--- src/rtl/jpeg_pkg.sv ---
// Shared types and defaults for the JPEG pipe sequencer and datapath.
// Optional feature macro: JPEG_PIPE_QSEL_EN (luma/chroma quant table select).
package jpeg_pkg;

  localparam int ADDR_W_DEF       = 6;
  localparam int BLK_SIZE         = 2 ** ADDR_W_DEF;
  localparam int QUANT_OFFSET_DEF = 47;
  localparam int STARTUP_DLY_DEF  = 4;
  localparam int ZZ_DELAY_DEF     = 106;
  localparam int BLK_CNT_W_DEF    = 16;

  typedef enum logic [2:0] {
    S_IDLE,
    S_PRIME,
    S_RUN,
    S_DRAIN,
    S_DONE
  } state_t;

endpackage

--- src/rtl/jpeg_pipe_sequencer_if.sv ---
// Host/datapath bundle of the JPEG pipe sequencer.
// Optional feature macro: JPEG_PIPE_QSEL_EN adds i_qtab_sel and widens o_addr_quant.
interface jpeg_pipe_sequencer_if #(
  parameter int ADDR_W    = 6,
  parameter int BLK_CNT_W = 16
);

`ifdef JPEG_PIPE_QSEL_EN
  localparam int QA_W = ADDR_W + 1;
  logic                 i_qtab_sel;
`else
  localparam int QA_W = ADDR_W;
`endif

  logic                 i_start;
  logic [BLK_CNT_W-1:0] i_num_blocks;
  logic                 i_stall;
  logic                 o_pipe_rst;
  logic                 o_ce;
  logic                 o_ce_zig_zag;
  logic [ADDR_W-1:0]    o_addr_input;
  logic [QA_W-1:0]      o_addr_quant;
  logic [BLK_CNT_W-1:0] o_block_idx;
  logic                 o_busy;
  logic                 o_done;

`ifdef JPEG_PIPE_QSEL_EN
  modport master (
    output i_start, i_num_blocks, i_stall, i_qtab_sel,
    input  o_pipe_rst, o_ce, o_ce_zig_zag, o_addr_input,
    input  o_addr_quant, o_block_idx, o_busy, o_done
  );
  modport slave (
    input  i_start, i_num_blocks, i_stall, i_qtab_sel,
    output o_pipe_rst, o_ce, o_ce_zig_zag, o_addr_input,
    output o_addr_quant, o_block_idx, o_busy, o_done
  );
`else
  modport master (
    output i_start, i_num_blocks, i_stall,
    input  o_pipe_rst, o_ce, o_ce_zig_zag, o_addr_input,
    input  o_addr_quant, o_block_idx, o_busy, o_done
  );
  modport slave (
    input  i_start, i_num_blocks, i_stall,
    output o_pipe_rst, o_ce, o_ce_zig_zag, o_addr_input,
    output o_addr_quant, o_block_idx, o_busy, o_done
  );
`endif

endinterface

--- src/rtl/jpeg_addr_gen.sv ---
// Wrapping input/quant address counter pair; quant leads input by QUANT_OFFSET.
// o_wrap flags the enabled step from the last address back to zero.
module jpeg_addr_gen
  import jpeg_pkg::*;
#(
  parameter int ADDR_W       = ADDR_W_DEF,
  parameter int QUANT_OFFSET = QUANT_OFFSET_DEF
) (
  input  logic              i_clk,
  input  logic              i_rst,
  input  logic              i_clr,
  input  logic              i_en,
  output logic [ADDR_W-1:0] o_addr_input,
  output logic [ADDR_W-1:0] o_addr_quant,
  output logic              o_wrap
);

  localparam logic [ADDR_W-1:0] QOFS = ADDR_W'(QUANT_OFFSET);

  logic [ADDR_W-1:0] r_ai;
  logic [ADDR_W-1:0] r_aq;

  // Both counters step together; clear restores the idle values.
  always_ff @(posedge i_clk) begin
    if (i_rst || i_clr) begin
      r_ai <= '0;
      r_aq <= QOFS;
    end else if (i_en) begin
      r_ai <= r_ai + ADDR_W'(1);
      r_aq <= r_aq + ADDR_W'(1);
    end
  end

  assign o_addr_input = r_ai;
  assign o_addr_quant = r_aq;
  assign o_wrap       = i_en && (r_ai == '1);

endmodule

--- src/rtl/jpeg_pipe_sequencer.sv ---
// Job sequencer for the 8x8 JPEG datapath: prime, run, drain, done.
// Optional feature macro: JPEG_PIPE_QSEL_EN (quant table select as addr MSB).
module jpeg_pipe_sequencer
  import jpeg_pkg::*;
#(
  parameter int ADDR_W       = ADDR_W_DEF,
  parameter int QUANT_OFFSET = QUANT_OFFSET_DEF,
  parameter int STARTUP_DLY  = STARTUP_DLY_DEF,
  parameter int ZZ_DELAY     = ZZ_DELAY_DEF,
  parameter int BLK_CNT_W    = BLK_CNT_W_DEF
) (
  input logic                  i_clk,
  input logic                  i_rst,
  jpeg_pipe_sequencer_if.slave bus
);

  localparam int CW = BLK_CNT_W + ADDR_W + 1;
  localparam int PW = (STARTUP_DLY > 1) ? $clog2(STARTUP_DLY) : 1;
  localparam logic [PW-1:0] P_LAST = PW'(STARTUP_DLY - 1);
  localparam logic [CW-1:0] ZZ     = CW'(ZZ_DELAY);

  state_t               r_state;
  state_t               w_next;
  logic [PW-1:0]        r_prime_cnt;
  logic [BLK_CNT_W-1:0] r_nblk;
  logic [BLK_CNT_W-1:0] r_blk_idx;
  logic [CW-1:0]        r_ce_cnt;
  logic [CW-1:0]        w_total;
  logic                 w_ce;
  logic                 w_wrap;
  logic                 w_last_blk;
  logic                 w_ce_last;
  logic                 w_accept;
  logic                 w_clr;
  logic                 w_pipe_rst;
  logic                 w_done;
  logic                 w_busy;
  logic [ADDR_W-1:0]    w_ai;
  logic [ADDR_W-1:0]    w_aq;
`ifdef JPEG_PIPE_QSEL_EN
  logic                 r_qsel;
`endif

  assign w_accept   = (r_state == S_IDLE) && bus.i_start;
  assign w_ce       = ((r_state == S_RUN) || (r_state == S_DRAIN))
                      && !bus.i_stall;
  assign w_clr      = (r_state == S_DONE);
  assign w_last_blk = (r_blk_idx == r_nblk - BLK_CNT_W'(1));
  assign w_total    = (CW'(r_nblk) << ADDR_W) + ZZ;
  assign w_ce_last  = w_ce && (r_ce_cnt == w_total - CW'(1));

  jpeg_addr_gen #(
    .ADDR_W       (ADDR_W),
    .QUANT_OFFSET (QUANT_OFFSET)
  ) u_addr (
    .i_clk        (i_clk),
    .i_rst        (i_rst),
    .i_clr        (w_clr),
    .i_en         (w_ce),
    .o_addr_input (w_ai),
    .o_addr_quant (w_aq),
    .o_wrap       (w_wrap)
  );

  // State register plus block, prime and ce-cycle counters.
  always_ff @(posedge i_clk) begin
    if (i_rst) begin
      r_state     <= S_IDLE;
      r_prime_cnt <= '0;
      r_nblk      <= '0;
      r_blk_idx   <= '0;
      r_ce_cnt    <= '0;
`ifdef JPEG_PIPE_QSEL_EN
      r_qsel      <= 1'b0;
`endif
    end else begin
      r_state     <= w_next;
      r_prime_cnt <= (r_state == S_PRIME) ? r_prime_cnt + PW'(1) : '0;
      if (w_accept) begin
        r_nblk <= bus.i_num_blocks;
`ifdef JPEG_PIPE_QSEL_EN
        r_qsel <= bus.i_qtab_sel;
`endif
      end
      if (w_clr) begin
        r_blk_idx <= '0;
        r_ce_cnt  <= '0;
`ifdef JPEG_PIPE_QSEL_EN
        r_qsel    <= 1'b0;
`endif
      end else begin
        if ((r_state == S_RUN) && w_wrap && !w_last_blk)
          r_blk_idx <= r_blk_idx + BLK_CNT_W'(1);
        if (w_ce && (r_ce_cnt != '1))
          r_ce_cnt <= r_ce_cnt + CW'(1);
      end
    end
  end

  // Next-state decode and state-derived handshake outputs.
  always_comb begin
    w_next     = r_state;
    w_pipe_rst = 1'b0;
    w_done     = 1'b0;
    w_busy     = 1'b1;
    unique case (r_state)
      S_IDLE: begin
        w_busy = 1'b0;
        if (bus.i_start)
          w_next = (bus.i_num_blocks != '0) ? S_PRIME : S_DONE;
      end
      S_PRIME: begin
        w_pipe_rst = (r_prime_cnt == '0);
        if (r_prime_cnt == P_LAST)
          w_next = S_RUN;
      end
      S_RUN: begin
        if (w_ce_last)
          w_next = S_DONE;
        else if (w_wrap && w_last_blk)
          w_next = S_DRAIN;
      end
      S_DRAIN: begin
        if (w_ce_last)
          w_next = S_DONE;
      end
      S_DONE: begin
        w_done = 1'b1;
        w_next = S_IDLE;
      end
      default: w_next = S_IDLE;
    endcase
  end

  assign bus.o_pipe_rst   = w_pipe_rst;
  assign bus.o_ce         = w_ce;
  assign bus.o_ce_zig_zag = w_ce && (r_ce_cnt >= ZZ);
  assign bus.o_addr_input = w_ai;
  assign bus.o_block_idx  = r_blk_idx;
  assign bus.o_busy       = w_busy;
  assign bus.o_done       = w_done;
`ifdef JPEG_PIPE_QSEL_EN
  assign bus.o_addr_quant = {r_qsel, w_aq};
`else
  assign bus.o_addr_quant = w_aq;
`endif

endmodule

--- src/flat_wrapper.sv ---
// flat-port wrapper written by rule: the top's interface ports become plain ports
module jpeg_pipe_sequencer_flat import jpeg_pkg::*;
#(
  parameter int ADDR_W       = ADDR_W_DEF,
  parameter int QUANT_OFFSET = QUANT_OFFSET_DEF,
  parameter int STARTUP_DLY  = STARTUP_DLY_DEF,
  parameter int ZZ_DELAY     = ZZ_DELAY_DEF,
  parameter int BLK_CNT_W    = BLK_CNT_W_DEF
)
  (i_clk, i_rst, bus_i_start, bus_i_num_blocks, bus_i_stall, bus_o_pipe_rst, bus_o_ce, bus_o_ce_zig_zag, bus_o_addr_input, bus_o_addr_quant, bus_o_block_idx, bus_o_busy, bus_o_done);
  jpeg_pipe_sequencer_if #(.ADDR_W(ADDR_W), .BLK_CNT_W(BLK_CNT_W)) bus_i ();
  input logic i_clk;
  input logic i_rst;
  input wire logic [$bits(bus_i.i_start)-1:0] bus_i_start;
  input wire logic [$bits(bus_i.i_num_blocks)-1:0] bus_i_num_blocks;
  input wire logic [$bits(bus_i.i_stall)-1:0] bus_i_stall;
  output wire logic [$bits(bus_i.o_pipe_rst)-1:0] bus_o_pipe_rst;
  output wire logic [$bits(bus_i.o_ce)-1:0] bus_o_ce;
  output wire logic [$bits(bus_i.o_ce_zig_zag)-1:0] bus_o_ce_zig_zag;
  output wire logic [$bits(bus_i.o_addr_input)-1:0] bus_o_addr_input;
  output wire logic [$bits(bus_i.o_addr_quant)-1:0] bus_o_addr_quant;
  output wire logic [$bits(bus_i.o_block_idx)-1:0] bus_o_block_idx;
  output wire logic [$bits(bus_i.o_busy)-1:0] bus_o_busy;
  output wire logic [$bits(bus_i.o_done)-1:0] bus_o_done;
  assign bus_i.i_start = bus_i_start;
  assign bus_i.i_num_blocks = bus_i_num_blocks;
  assign bus_i.i_stall = bus_i_stall;
  assign bus_o_pipe_rst = bus_i.o_pipe_rst;
  assign bus_o_ce = bus_i.o_ce;
  assign bus_o_ce_zig_zag = bus_i.o_ce_zig_zag;
  assign bus_o_addr_input = bus_i.o_addr_input;
  assign bus_o_addr_quant = bus_i.o_addr_quant;
  assign bus_o_block_idx = bus_i.o_block_idx;
  assign bus_o_busy = bus_i.o_busy;
  assign bus_o_done = bus_i.o_done;
  jpeg_pipe_sequencer #(.ADDR_W(ADDR_W), .QUANT_OFFSET(QUANT_OFFSET), .STARTUP_DLY(STARTUP_DLY), .ZZ_DELAY(ZZ_DELAY), .BLK_CNT_W(BLK_CNT_W)) u_core (.i_clk(i_clk), .i_rst(i_rst), .bus(bus_i));
endmodule
--- config.mk ---
export PLATFORM = sky130hd
export DESIGN_NAME = jpeg_pipe_sequencer_flat
export DESIGN_NICKNAME = d
export VERILOG_FILES = /design/src/rtl/jpeg_pkg.sv /design/src/rtl/jpeg_pipe_sequencer_if.sv /design/src/rtl/jpeg_addr_gen.sv /design/src/rtl/jpeg_pipe_sequencer.sv /design/src/flat_wrapper.sv
export SDC_FILE = /design/constraint.sdc
export NUM_CORES = 1
export LEC_CHECK = 0
export ABC_AREA = 1
export CAP_MARGIN = 0
export CORE_ASPECT_RATIO = 2
export CORE_UTILIZATION = 40
export CTS_CLUSTER_SIZE = 24
export DETAILED_ROUTE_END_ITERATION = 7
export DONT_BUFFER_PORTS = 1
export PLACE_DENSITY = 0.53
export SLEW_MARGIN = 10
export SYNTH_ARGS = -nofsm -noshare
export SYNTH_HDL_FRONTEND = slang
export SYNTH_SLANG_ARGS = --single-unit
--- constraint.sdc ---
create_clock -name i_clk -period 2.3 [get_ports i_clk]
set_clock_uncertainty 0.05 [all_clocks]
set_input_delay 0 -clock i_clk [delete_from_list [all_inputs] [get_ports i_clk]]
set_output_delay 0 -clock i_clk [all_outputs]
set_load 0.05 [all_outputs]
Word-level counts from Yosys, hierarchy flattened
Cells that the tools add are included.
Word-level totals
  flip-flop bits (word level): 72
  logic and storage cells: 59
Cells by class
  $add $sub $neg: 8
  $lt $le $gt $ge: 1
  equality and inequality tests: 13
  mux-type cells: 10
  bitwise gates (word level): 1
  reductions and logical operators: 19
Operators by type and width (count)
  adder 22 x 7 -> 23 bit, second input constant: 1
  adder 23 x 1 -> 23 bit, second input constant: 1
  == test 23 bit: 1
  greater-or-equal comparator 23 x 7 -> 1 bit, second input constant: 1
  != test 23 bit, second input constant: 1
  subtractor 23 x 1 -> 23 bit, second input constant: 1
  2-to-1 mux 3 bit: 6
  adder 16 x 1 -> 16 bit, second input constant: 1
  == test 16 bit: 1
  nonzero test 16 bit: 1
  subtractor 16 x 1 -> 16 bit, second input constant: 1
  adder 6 x 1 -> 6 bit, second input constant: 2
  case mux 3 bit (4 select lines): 1
  logical AND 1 bit: 9
  == test 3 x 2 -> 1 bit, second input constant: 2
  == test 6 bit, second input constant: 1
  != test 2 bit, second input constant: 2
  AND reduction 4 bit: 1
  OR reduction 2 bit: 2
  == test 3 x 1 -> 1 bit, second input constant: 1
  == test 3 bit, second input constant: 1
  logical NOT 3 bit: 1
  2-to-1 mux 1 bit: 3
  != test 3 x 2 -> 1 bit, second input constant: 1
  7 further kinds: 9

Logic depth before layout (Yosys ltp)
  depth in word-level cells: 8
  depth in mapped cells: 16
  depth with buffers taken out: 16

By module
A second synthesis with hierarchy kept.
Second synthesis, totals
  cell total of the unflattened synthesis: 790
  area, all modules: 4867.2 µm²
Modules (own cells, without submodules)
  jpeg_pipe_sequencer: instances 1, cells each 715, area each 4290.4 µm²
  jpeg_addr_gen: instances 1, cells each 75, area each 576.8 µm²

Worst setup path after synthesis
No wires, ideal clock.
  path kind: flip-flop to output port
  start: reg u_core.r_state[2]
  end: out bus_o_ce_zig_zag
  arrival: 2309 ps
  setup slack: -59 ps
  cell stages (with the launch flop): 7
  path buffers: 1
  path through: dfxtp_1 -> inv_2 -> nand2_1 -> nor2_2 -> buf_1 -> inv_1 -> a31oi_1
On the way
  longest elaborated chain between the ends: 4
Ends and longest elaborated chain
  start, declared: line jpeg_pipe_sequencer.sv:22  | state_t r_state;
  start signal, assigned: line jpeg_pipe_sequencer.sv:77  | r_state <= w_next;
  == test 3 x 2 -> 1 bit: line jpeg_pipe_sequencer.sv:45  | assign w_ce = ((r_state == S_RUN) || (r_state == S_DRAIN))
  logical OR 1 bit (*): line jpeg_pipe_sequencer.sv:45
  logical AND 1 bit (*): line jpeg_pipe_sequencer.sv:46  | && !bus.i_stall;
  named net bus_o_ce: line flat_wrapper.sv:18  | output wire logic [$bits(bus_i.o_ce)-1:0] bus_o_ce;
  logical AND 1 bit (*): line jpeg_pipe_sequencer.sv:137  | assign bus.o_ce_zig_zag = w_ce && (r_ce_cnt >= ZZ);
  end, declared: line flat_wrapper.sv:19  | output wire logic [$bits(bus_i.o_ce_zig_zag)-1:0] bus_o_ce_zig_zag;
The timed path passes the listed nets; every way through them passes the cells marked *.

Worst setup path in the final report
  start: reg u_core.r_nblk[1]
  end: reg u_core.r_blk_idx[0], in the netlist u_core.bus.o_block_idx[0]
On the way
  longest elaborated chain between the ends: 4
Ends and longest elaborated chain
  start, declared: line jpeg_pipe_sequencer.sv:25  | logic [BLK_CNT_W-1:0] r_nblk;
  start signal, assigned: line jpeg_pipe_sequencer.sv:80  | r_nblk <= bus.i_num_blocks;
  subtractor 16 x 1 -> 16 bit: line jpeg_pipe_sequencer.sv:48  | assign w_last_blk = (r_blk_idx == r_nblk - BLK_CNT_W'(1));
  == test 16 bit: line jpeg_pipe_sequencer.sv:48
  logical NOT 1 bit: line jpeg_pipe_sequencer.sv:92  | if ((r_state == S_RUN) && w_wrap && !w_last_blk)
  logical AND 1 bit: line jpeg_pipe_sequencer.sv:92
  end signal, assigned: line jpeg_pipe_sequencer.sv:93  | r_blk_idx <= r_blk_idx + BLK_CNT_W'(1);
  end, declared: line jpeg_pipe_sequencer.sv:26  | logic [BLK_CNT_W-1:0] r_blk_idx;
No other way between the ends.
A chain may end at the register's enable or synchronous reset.

==> metrics.yaml <==
hold_path:
  hp-start: "bus_i_start"
  min_path_type: "in -> reg"
sta:
  slew-limit-headroom_pct: 60.8
  drv_slew: 0
  finalCritPeriodShare_pct: 96.2
  fin_ws_ns: 0.0873
  setup_viol: 0
  min_period_ns: 2.21
  tightestPinTransition_ns: 0.582
  hold_violations: 0
  rsz0062_at_grt: "yes"
  max_freq_mhz: 452
pwr:
  irDropWorstVdd_v: 0.000587
  power_density_nw_per_um2: 874
  finalPower_uw: 5320
  p_leak_uw: 0.00250
clocking:
  clock_latency_ns: 0.34
  cts_buffers: 9
  cts_sinks: 72
  clock-root-buffer: "clkbuf_16"
  cts_max_level: 3
  cts.clk_slew.worst_paths_ns: 0.06
  cts_tree: "done"
  cts.path.max_buffers: 2
final_layout:
  final_layout_size_suffix_gt1_share_pct: 17.2
  fill_cells: 1280
  insertedDiodeCount: 0
  areaGrowthSynthToFinish_pct: 20.7
  nets: 886
  final_util_pct: 50.0
yosys:
  synthDistinctLibCells: 38
  yosys_warnings: 0
  postSynthCellCount: 798
  synth.yosys.seq_area_share_pct: 28.6
  ys_async_sr_fraction_pct: 0
  avgSynthCellArea_um2: 6.32
  synth_fp_nets: 828
  synth_flop_cell: "dfxtp_1"
  synth_edf_count: 0
  synth_area_um2: 5050
  synth-seq-cells: 72
global_routing:
  globalRouteOverflowTotal: 0
  grt_max_degree: 32
  antenna_found_initial: 0
  grt_pass1_wl_mm: 25.4
  grtUsageTotal_pct: 26.1
  grt_pass1_vias: 5282
drt:
  dr_total_vias: 5414
  routed_wl_mm: 16.6
  drt_iter0_markers: 304
  firstDrtPassIters: 4
  drtAntennaViolNets: 0
  wl_per_cell_um: 16.4
  via_per_inst: 5.38
  drc: 0
worst_setup_path:
  slowest_stage: "dfxtp_4"
  reg2reg_from: "u_core.r_nblk[1]"
  path_delay_family: "simple AND/OR/NAND/NOR gates"
  cp_cell_sequence: "nor2_2 > nand2_4 > buf_4 > xnor2_2 > nand3_1 > or2_0 > nor3_2 > nand2_2 > buf_4 > nand3_1 > a21oi_1"
  crit_path_start_kind: "flip-flop"
  path_class: "reg -> reg"
  worstPathArrival_ns: 2.37
  path_max_fanout: 8
  critical-path-max-stage-delay_ns: 0.37
  path_buf_inv: 2
  cp-startpoint: "u_core.r_nblk[1]"
  r2r_setup_slack_ns: 0.09
  end_kind: "flip-flop"
  cp_data_required_time_ns: 2.45
floorplan:
  design.core.area_um2: 12200
  rows: 57
  die_width_um: 81.4
  io_pins: 53
  die_y_um: 161
  start_util_pct: 41.4
  dieArea_um2: 13100
placement:
  pre_cts_ws_ns: -0.0987
  place_congestion: 0.902
  portBuffers: 0
  dpl.hpwl_mm: 13.1
status:
  outcome: "completed"
run:
  cap_violations: 0
## what timing repair did
| item | in CTS | in global routing |
|---|---|---|
| hold buffers | 19 | 0 |
| buffers inserted | 0 | 1 |
| endpoints found under the setup margin | 5 | 32 |
| pin swaps | 0 | 14 |
| gates cloned | 0 | 0 |
| resized for setup | 6 | 33 |
| hold endpoints to repair | 29 | 0 |
## report_power, final
| group | total (uW) | internal (uW) | switching (uW) | leakage (uW) |
|---|---|---|---|---|
| clock network | 1420 | 863 | 554 | 0.000139 |
| logic | 2210 | 772 | 1440 | 0.00178 |
| registers | 1690 | 1410 | 284 | 0.000588 |
## synth_stat cells, types with 2 or more instances
master	count	area share [%]
nor3_2	2	0.40
inv_2	5	0.37
a31oi_1	2	0.25
nor2_1	85	6.3
clkbuf_1	10	0.74
xnor2_1	11	1.9
nand3b_1	5	0.74
nand4_1	19	2.4
xor2_1	26	4.5
inv_1	88	6.5
nand2_2	16	2.0
nor2_4	2	0.45
a21oi_2	11	1.9
or2_2	4	0.50
nor4_1	14	1.7
buf_2	8	0.79
nor3_1	25	2.5
and3_1	2	0.25
dfxtp_1	72	29
nand2_1	197	15
ha_1	10	2.5
o21ai_0	37	3.7
nand3_1	71	7.0
buf_6	2	0.45
o21bai_1	2	0.30
a21oi_1	51	5.1
nor2_2	10	1.2
## registers in the layout, indices dropped and copies added, names as in the netlist
| signal | flops |
|---|---|
| u_core.bus.o_block_idx | 16 |
| u_core.r_ce_cnt | 23 |
| u_core.u_addr.o_addr_input | 6 |
| u_core.u_addr.o_addr_quant | 6 |
| u_core.r_prime_cnt | 2 |
| u_core.r_state | 3 |
| u_core.r_nblk | 16 |
## worst paths after layout
check / to / cells past startpoint
worst max register to register: u_core.bus.o_block_idx[0] / 11
worst min-delay path: u_core.r_nblk[13] / 3
worst max-delay path: u_core.bus.o_block_idx[0] / 11
worst min register to register: u_core.r_prime_cnt[0] / 1
## final cells by class
type	count	area [um^2]	share of cell area, %
well taps	147	184	3.02
repair buffers	69	578	9.49
flip-flops and latches	72	1460	23.9
inverters	93	354	5.81
clock buffers	12	246	4.05
clock inverters	3	42.5	0.698
multi-input cells	611	3230	53.0
## tightest hold or removal path, cell delays in order
cell	delay [ns]
nand2_1	0.03
buf_4	0.21
a21oi_1	0.16
## layer usage
layer	track usage, %	wire length (um)	vias up
met5	0	0	-
met4	16.7	974	0
met3	3.69	549	47
met2	51.5	9450	119
met1	22.7	5590	2531
li1	-	-	2717
## cell usage in the layout, fill, tap and decap left out, types with 4 or more instances in the layout
master	netlist	routed
nand2_1	197	194
inv_1	88	86
nor2_1	85	75
nand3_1	71	70
dfxtp_1	72	64
a21oi_1	51	51
buf_4	0	49
o21ai_0	37	37
xor2_1	26	26
nor3_1	25	25
nand4_1	19	19
dlygate4sd3_1	0	19
nor2_2	10	18
nand2_2	16	18
nor4_1	14	12
xnor2_1	11	11
a21oi_2	11	11
clkbuf_16	0	9
ha_1	10	8
dfxtp_2	0	6
inv_2	5	5
nand3b_1	5	5
nor2_4	2	4
or2_2	4	4
## metrics by stage
stage,setup TNS [ns],area [um^2],hold WS [ns],std cells
global placement,-0.0280,5490,0.0219,972
floorplan,0,5050,0.0191,798
finish,0,6090,0.0553,1007
global route,-0.0842,6090,0.0751,1007
CTS,0,6000,0.0485,1006
detailed placement,-0.127,5490,0.0220,972
## cell families (layout without fill, tap and decap cells)
logic type	count (synthesis)	count (layout)	share of synthesized area, %
simple gates	457	457	41.2
buf+inv	115	177	9.37
compound gates	106	106	11.7
flops	72	72	28.6
xor+xnor	38	38	6.74
fa+ha+maj	10	10	2.48
Note: power is estimated with default switching activity, not from simulation.
